**config.mk**
```make
export PLATFORM = sky130hd
export DESIGN_NAME = param_serializer
export DESIGN_NICKNAME = d
export VERILOG_FILES = /design/src/rtl/param_serializer_pkg.sv /design/src/rtl/ser_word_slot.sv /design/src/rtl/param_serializer.sv
export SDC_FILE = /design/constraint.sdc
export NUM_CORES = 1
export LEC_CHECK = 0
export CAP_MARGIN = 20
export CELL_PAD_IN_SITES_DETAIL_PLACEMENT = 0
export CELL_PAD_IN_SITES_GLOBAL_PLACEMENT = 1
export CORE_UTILIZATION = 41
export DETAILED_ROUTE_END_ITERATION = 10
export PLACE_DENSITY_LB_ADDON = 0.15
export SLEW_MARGIN = 5
export SYNTH_ARGS = -nofsm -noshare
export SYNTH_HDL_FRONTEND = slang
export SYNTH_SLANG_ARGS = --single-unit
```
**constraint.sdc**
```tcl
create_clock -name clk_i -period 2.1 [get_ports clk_i]
set_input_delay 0.525 -clock clk_i [delete_from_list [all_inputs] [get_ports clk_i]]
set_output_delay 0.525 -clock clk_i [all_outputs]
set_load 0.01 [all_outputs]
```
**src/rtl/param_serializer_pkg.sv**
```systemverilog
// Shared types and helpers for the parametrised parallel-to-serial converter.
package param_serializer_pkg;

    typedef enum logic {IDLE = 1'b0, SHIFT = 1'b1} state_t;

    // Length code 0 encodes a full-width word.
    function automatic int len_decode(input int mod, input int data_w);
        return (mod == 0) ? data_w : mod;
    endfunction

    function automatic logic is_legal(input int mod, input int min_len);
        return (mod == 0) || (mod >= min_len);
    endfunction

endpackage

```
**src/rtl/ser_word_slot.sv**
```systemverilog
// Single-entry holding register for the word queued behind the active one.
module ser_word_slot #(
    parameter int DATA_W = 16,
    parameter int LEN_W  = 5
) (
    input  logic              clk_i,
    input  logic              rst_n_i,
    input  logic              push,
    input  logic              pop,
    input  logic [DATA_W-1:0] wr_data,
    input  logic [LEN_W-1:0]  wr_len,
    input  logic              wr_lsb_first,
    output logic [DATA_W-1:0] data,
    output logic [LEN_W-1:0]  len,
    output logic              lsb_first,
    output logic              valid,
    output logic              ready
);

    logic valid_next;

    assign valid_next = push || (valid && !pop);

    always_ff @(posedge clk_i or negedge rst_n_i) begin
        if (!rst_n_i) begin
            data      <= '0;
            len       <= '0;
            lsb_first <= 1'b0;
            valid     <= 1'b0;
            ready     <= 1'b1;
        end else begin
            if (push) begin
                data      <= wr_data;
                len       <= wr_len;
                lsb_first <= wr_lsb_first;
            end
            valid <= valid_next;
            ready <= !valid_next;
        end
    end

endmodule

```
**src/rtl/param_serializer.sv**
```systemverilog
// Parallel-to-serial converter with variable length, bit order select,
// ready/valid on both sides and a one-word pending slot for gapless streaming.
module param_serializer
    import param_serializer_pkg::*;
#(
    parameter  int DATA_W  = 16,
    parameter  int MIN_LEN = 3,
    localparam int MOD_W   = $clog2(DATA_W)
) (
    input  logic              clk_i,
    input  logic              rst_n_i,
    input  logic [DATA_W-1:0] data_i,
    input  logic [MOD_W-1:0]  data_mod_i,
    input  logic              data_lsb_first_i,
    input  logic              data_val_i,
    output logic              data_ready_o,
    output logic              ser_data_o,
    output logic              ser_data_val_o,
    output logic              ser_last_o,
    input  logic              ser_ready_i,
    output logic              busy_o
);

    localparam int LEN_W = MOD_W + 1;

    state_t            state;
    logic [DATA_W-1:0] shreg;
    logic              lsb_q;
    logic [LEN_W-1:0]  bits_left;

    logic [LEN_W-1:0]  in_len;
    logic              in_legal;
    logic              take, accept, word_done, load_pend, load_new, push;

    logic [DATA_W-1:0] slot_data;
    logic [LEN_W-1:0]  slot_len;
    logic              slot_lsb, slot_valid;

    logic [DATA_W-1:0] src_data;
    logic [LEN_W-1:0]  src_len;
    logic              src_lsb, src_first;

    assign in_len   = LEN_W'(len_decode(int'(data_mod_i), DATA_W));
    assign in_legal = is_legal(int'(data_mod_i), MIN_LEN);

    assign take   = ser_data_val_o && ser_ready_i;
    assign accept = data_val_i && data_ready_o && in_legal;

    // The active path frees up at this edge; a waiting word (pending first,
    // else the one arriving now) goes straight to the output with no gap.
    assign word_done = (state == IDLE) || (take && bits_left == '0);
    assign load_pend = word_done && slot_valid;
    assign load_new  = word_done && !slot_valid && accept;
    assign push      = accept && !load_new;

    assign src_data  = slot_valid ? slot_data : data_i;
    assign src_len   = slot_valid ? slot_len  : in_len;
    assign src_lsb   = slot_valid ? slot_lsb  : data_lsb_first_i;
    assign src_first = src_lsb ? src_data[0] : src_data[DATA_W-1];

    ser_word_slot #(.DATA_W(DATA_W), .LEN_W(LEN_W)) u_slot (
        .clk_i       (clk_i),
        .rst_n_i     (rst_n_i),
        .push        (push),
        .pop         (load_pend),
        .wr_data     (data_i),
        .wr_len      (in_len),
        .wr_lsb_first(data_lsb_first_i),
        .data        (slot_data),
        .len         (slot_len),
        .lsb_first   (slot_lsb),
        .valid       (slot_valid),
        .ready       (data_ready_o)
    );

    // bits_left counts bits still in shreg, excluding the one on the output.
    always_ff @(posedge clk_i or negedge rst_n_i) begin
        if (!rst_n_i) begin
            state          <= IDLE;
            shreg          <= '0;
            lsb_q          <= 1'b0;
            bits_left      <= '0;
            ser_data_o     <= 1'b0;
            ser_data_val_o <= 1'b0;
            ser_last_o     <= 1'b0;
        end else if (load_pend || load_new) begin
            state          <= SHIFT;
            ser_data_o     <= src_first;
            ser_data_val_o <= 1'b1;
            ser_last_o     <= (src_len == LEN_W'(1));
            shreg          <= src_lsb ? (src_data >> 1) : (src_data << 1);
            lsb_q          <= src_lsb;
            bits_left      <= src_len - LEN_W'(1);
        end else if (take && bits_left != '0) begin
            ser_data_o <= lsb_q ? shreg[0] : shreg[DATA_W-1];
            ser_last_o <= (bits_left == LEN_W'(1));
            shreg      <= lsb_q ? (shreg >> 1) : (shreg << 1);
            bits_left  <= bits_left - LEN_W'(1);
        end else if (take) begin
            state          <= IDLE;
            ser_data_val_o <= 1'b0;
            ser_last_o     <= 1'b0;
        end
    end

    assign busy_o = (state == SHIFT) || slot_valid || ser_data_val_o;

endmodule

```
==> results.py <==
metrics = {
    "run_status": {
        "status": "complete, no violations",
    },
    "yosys": {
        "ys_ff_latch": 49,
        "synth_area_mm2": 0.00290,
        "synth_fp_nets": 302,
        "synthAdderAreaFrac": 0.0250,
        "synth_top_flop_cell": "dfrtp_1",
        "yosys.area.top_type_share": 0.414,
        "ys_seq_area_frac": 0.423,
        "synth_cell_types": 48,
        "synth_area_leaders": "dfrtp_1 (41%), mux2i_1 (11%), mux2_2 (9.3%), a31oi_1 (4.1%), nor2_1 (3.8%)",
        "yosys_warnings": 0,
        "yosys.area_share.simple": 0.118,
        "synth_cells": 272,
        "async_flop_share": 1.00,
        "synth_top_family_by_area": "multiplexers",
        "muxShareOfSynthArea": 0.223,
        "synth-compound-area-share": 0.149,
        "synth_edf_count": 0,
        "yosysTopAreaCell": "dfrtp_1",
        "synth.avg_cell_area_um2": 10.7,
        "synth-xor-area-share": 0.0181,
    },
    "critical_path": {
        "worstSetupPathType": "reg2reg",
        "crit_end": "shreg[15]",
        "crit_path_start_kind": "flop",
        "cp-end-kind": "flop",
        "r2r-start": "bits_left[1]",
        "rr_worst_depth": 6,
        "critical_path.startpoint": "bits_left[1]",
        "reg2reg_to": "shreg[15]",
        "cp.required_ns": 2.30,
        "arrival_ns": 2.27,
        "rrSetupSlack_ns": 0.02,
        "crit_path_max_fanout": 10,
    },
    "power_and_ir_drop": {
        "p_sw_frac": 0.388,
        "combPwrFrac": 0.511,
        "switchingPower_mw": 1.86,
        "total_power_mw": 4.78,
        "p_int_mw": 2.93,
        "peakVddDrop_v": 0.000681,
        "cellPowerDensity_mw_per_mm2": 1260,
        "leakage_nw": 1.69,
        "power.share.sequential": 0.363,
        "p_clk_frac": 0.127,
    },
    "sta": {
        "timing.final.setup_violations": 0,
        "fin_crit_sh": 0.989,
        "maxSlewViolCount": 0,
        "skew_ns": 0.0160,
        "hold_ws_ns": 0.186,
        "tightest_slew_ns": 0.530,
        "finalCriticalPeriod_ns": 2.08,
        "grt_setup_unrepaired": "yes",
        "hold_viol_final": 0,
        "max_slew_margin": 0.647,
        "fmax_mhz": 482,
    },
    "clock_tree": {
        "cts.path.max_buffers": 2,
        "cts_max_level": 2,
        "root_buffer": "clkbuf_8",
        "cts_tree": "built",
        "cts_made_buffers": 5,
        "clock_latency_ns": 0.31,
        "numClockSinks": 49,
        "cts_hold_buf": 0,
        "clk_pin_slew_ns": 0.10,
    },
    "global_route": {
        "grt_pass1_vias": 2299,
        "track_usage": 0.207,
        "grt_pass1_wl_um": 11700,
        "antenna_found_initial": 0,
        "overflow": 0,
        "grt_max_degree": 50,
    },
    "floorplan": {
        "die-area_mm2": 0.00741,
        "die_height_um": 86.1,
        "ios": 30,
        "core_mm2": 0.00683,
        "initial_core_util": 0.425,
        "std_cell_rows": 30,
        "die_x_um": 86.1,
    },
    "routing": {
        "vias": 2357,
        "routed_wl_um": 7210,
        "postRouteAntennaNets": 0,
        "wl_per_cell_um": 16.4,
        "firstDrtPassIters": 4,
        "viasPerCell": 5.37,
        "drt_iter0_markers": 170,
        "drc": 0,
    },
    "finish": {
        "nets": 372,
        "antenna_cells": 0,
        "drive_above_1_share": 0.321,
        "area_delta_synth_final_pct": 31.3,
        "final_common_cell": "dfrtp_1",
        "final_util": 0.558,
        "final_cell_mix": "dfrtp_1 (47), buf_4 (46), mux2i_1 (32), clkdlybuf4s50_1 (28), nor2_1 (27)",
    },
    "placed_design": {
        "hpwl_um": 5250,
        "io_buffer_count": 29,
        "gp_congestion": 0.830,
    },
    "min_path": {
        "hold_class": "in2async",
    },
    "job": {
        "cap_violations": 0,
    },
}
[per-stage QoR]
step	std cells	cell area, um^2	setup slack [ns]	TNS [ns]
final	439	3810	0.0237	0
after floorplan	272	2900	0.113	0
after global routing	439	3810	-0.0294	-0.166
after CTS	434	3690	0.00685	0
after detailed placement	426	3580	-0.171	-4.29
after global placement	426	3580	-0.178	-4.37
[state kept, by name, indices dropped and copies added (netlist names), 5 cells and up]
| register | count |
|---|---|
| bits_left | 5 |
| shreg | 16 |
| u_slot.data | 16 |
| u_slot.len | 5 |
[what timing repair did]
action | 4_1_cts | 5_1_grt
gates cloned | 0 | 1
pin swaps | 0 | 6
resized for setup | 3 | 19
setup endpoints to repair | 20 | 13
endpoints found under the hold margin | 0 | 0
buffers inserted | 0 | 4
[area by class of cell]
cell class	count	area [um^2]
Inverter	7	26.3
Multi-Input combinational cell	200	1640
Clock inverter	2	13.8
Clock buffer	6	82.6
Timing Repair Buffer	79	693
Tap cell	96	120
Fill cell	631	3020
Sequential cell	49	1230
[how the worst min path moves through the flow]
stage	start	to	slack, ns	cells past startpoint
floorplan	rst_n_i	bits_left[0]	0.23	0
global placement	u_slot.data[15]	u_slot.data[15]	0.47	1
detailed placement	u_slot.data[15]	u_slot.data[15]	0.48	1
CTS	rst_n_i	shreg[5]	0.20	2
global route	rst_n_i	shreg[5]	0.21	2
finish	rst_n_i	shreg[5]	0.19	2
[critical path: stages (launching register included)]
cell	delay [ns]
dfrtp_1	0.40
inv_2	0.08
ha_4	0.13
or4b_4	0.49
o21ai_4	0.30
a21oi_4	0.17
a221o_1	0.38
[synth_stat cells, types with 2 or more instances]
cell type  instances
buf_6              3
nor3b_1            2
or2_2              2
o221ai_1           4
o21ai_0           10
a211o_1            4
inv_1              6
xor2_1             4
ha_1               5
o21ai_4            2
nor2_1            29
o22ai_1            2
a31oi_1           19
a221o_1            4
nand2_1           11
a21oi_1            4
dfrtp_1           48
and2_1             6
xnor2_1            2
nor4_1             2
o211ai_1           3
mux2_1             5
nor2b_1            2
mux2_2            24
clkbuf_1           5
nand3_1            4
o32ai_1            2
buf_2              5
buf_1              2
mux2i_1           32
buf_4              2
[power groups by stage]
stage	combinational (mW)	sequential, mW	clock [mW]
6_report	2.44	1.73	0.605
5_1_grt	2.70	1.79	0.652
4_1_cts	2.31	1.72	0.617
3_5_place_dp	2.29	1.74	0
3_3_place_gp	2.26	1.73	0
2_1_floorplan	1.56	1.59	0
[layer usage]
metal  track usage  up-vias  part of all wire
li1              -     1138                 -
met1         0.311     1163              0.50
met2         0.310       52              0.46
met3        0.0327        4             0.033
met4        0.0500        0            0.0076
met5             0        -                 0
[cell families after synthesis]
| logic type | Yosys count |
|---|---|
| adder cells (fa/ha/maj) | 6 |
| multiplexers | 61 |
| buffers and inverters | 24 |
| AO/OA/AOI/OAI | 59 |
| AND/OR/NAND/NOR | 67 |
| flip-flops | 49 |
| XOR/XNOR | 6 |
No activity file was read; power rests on OpenSTA's default activity.
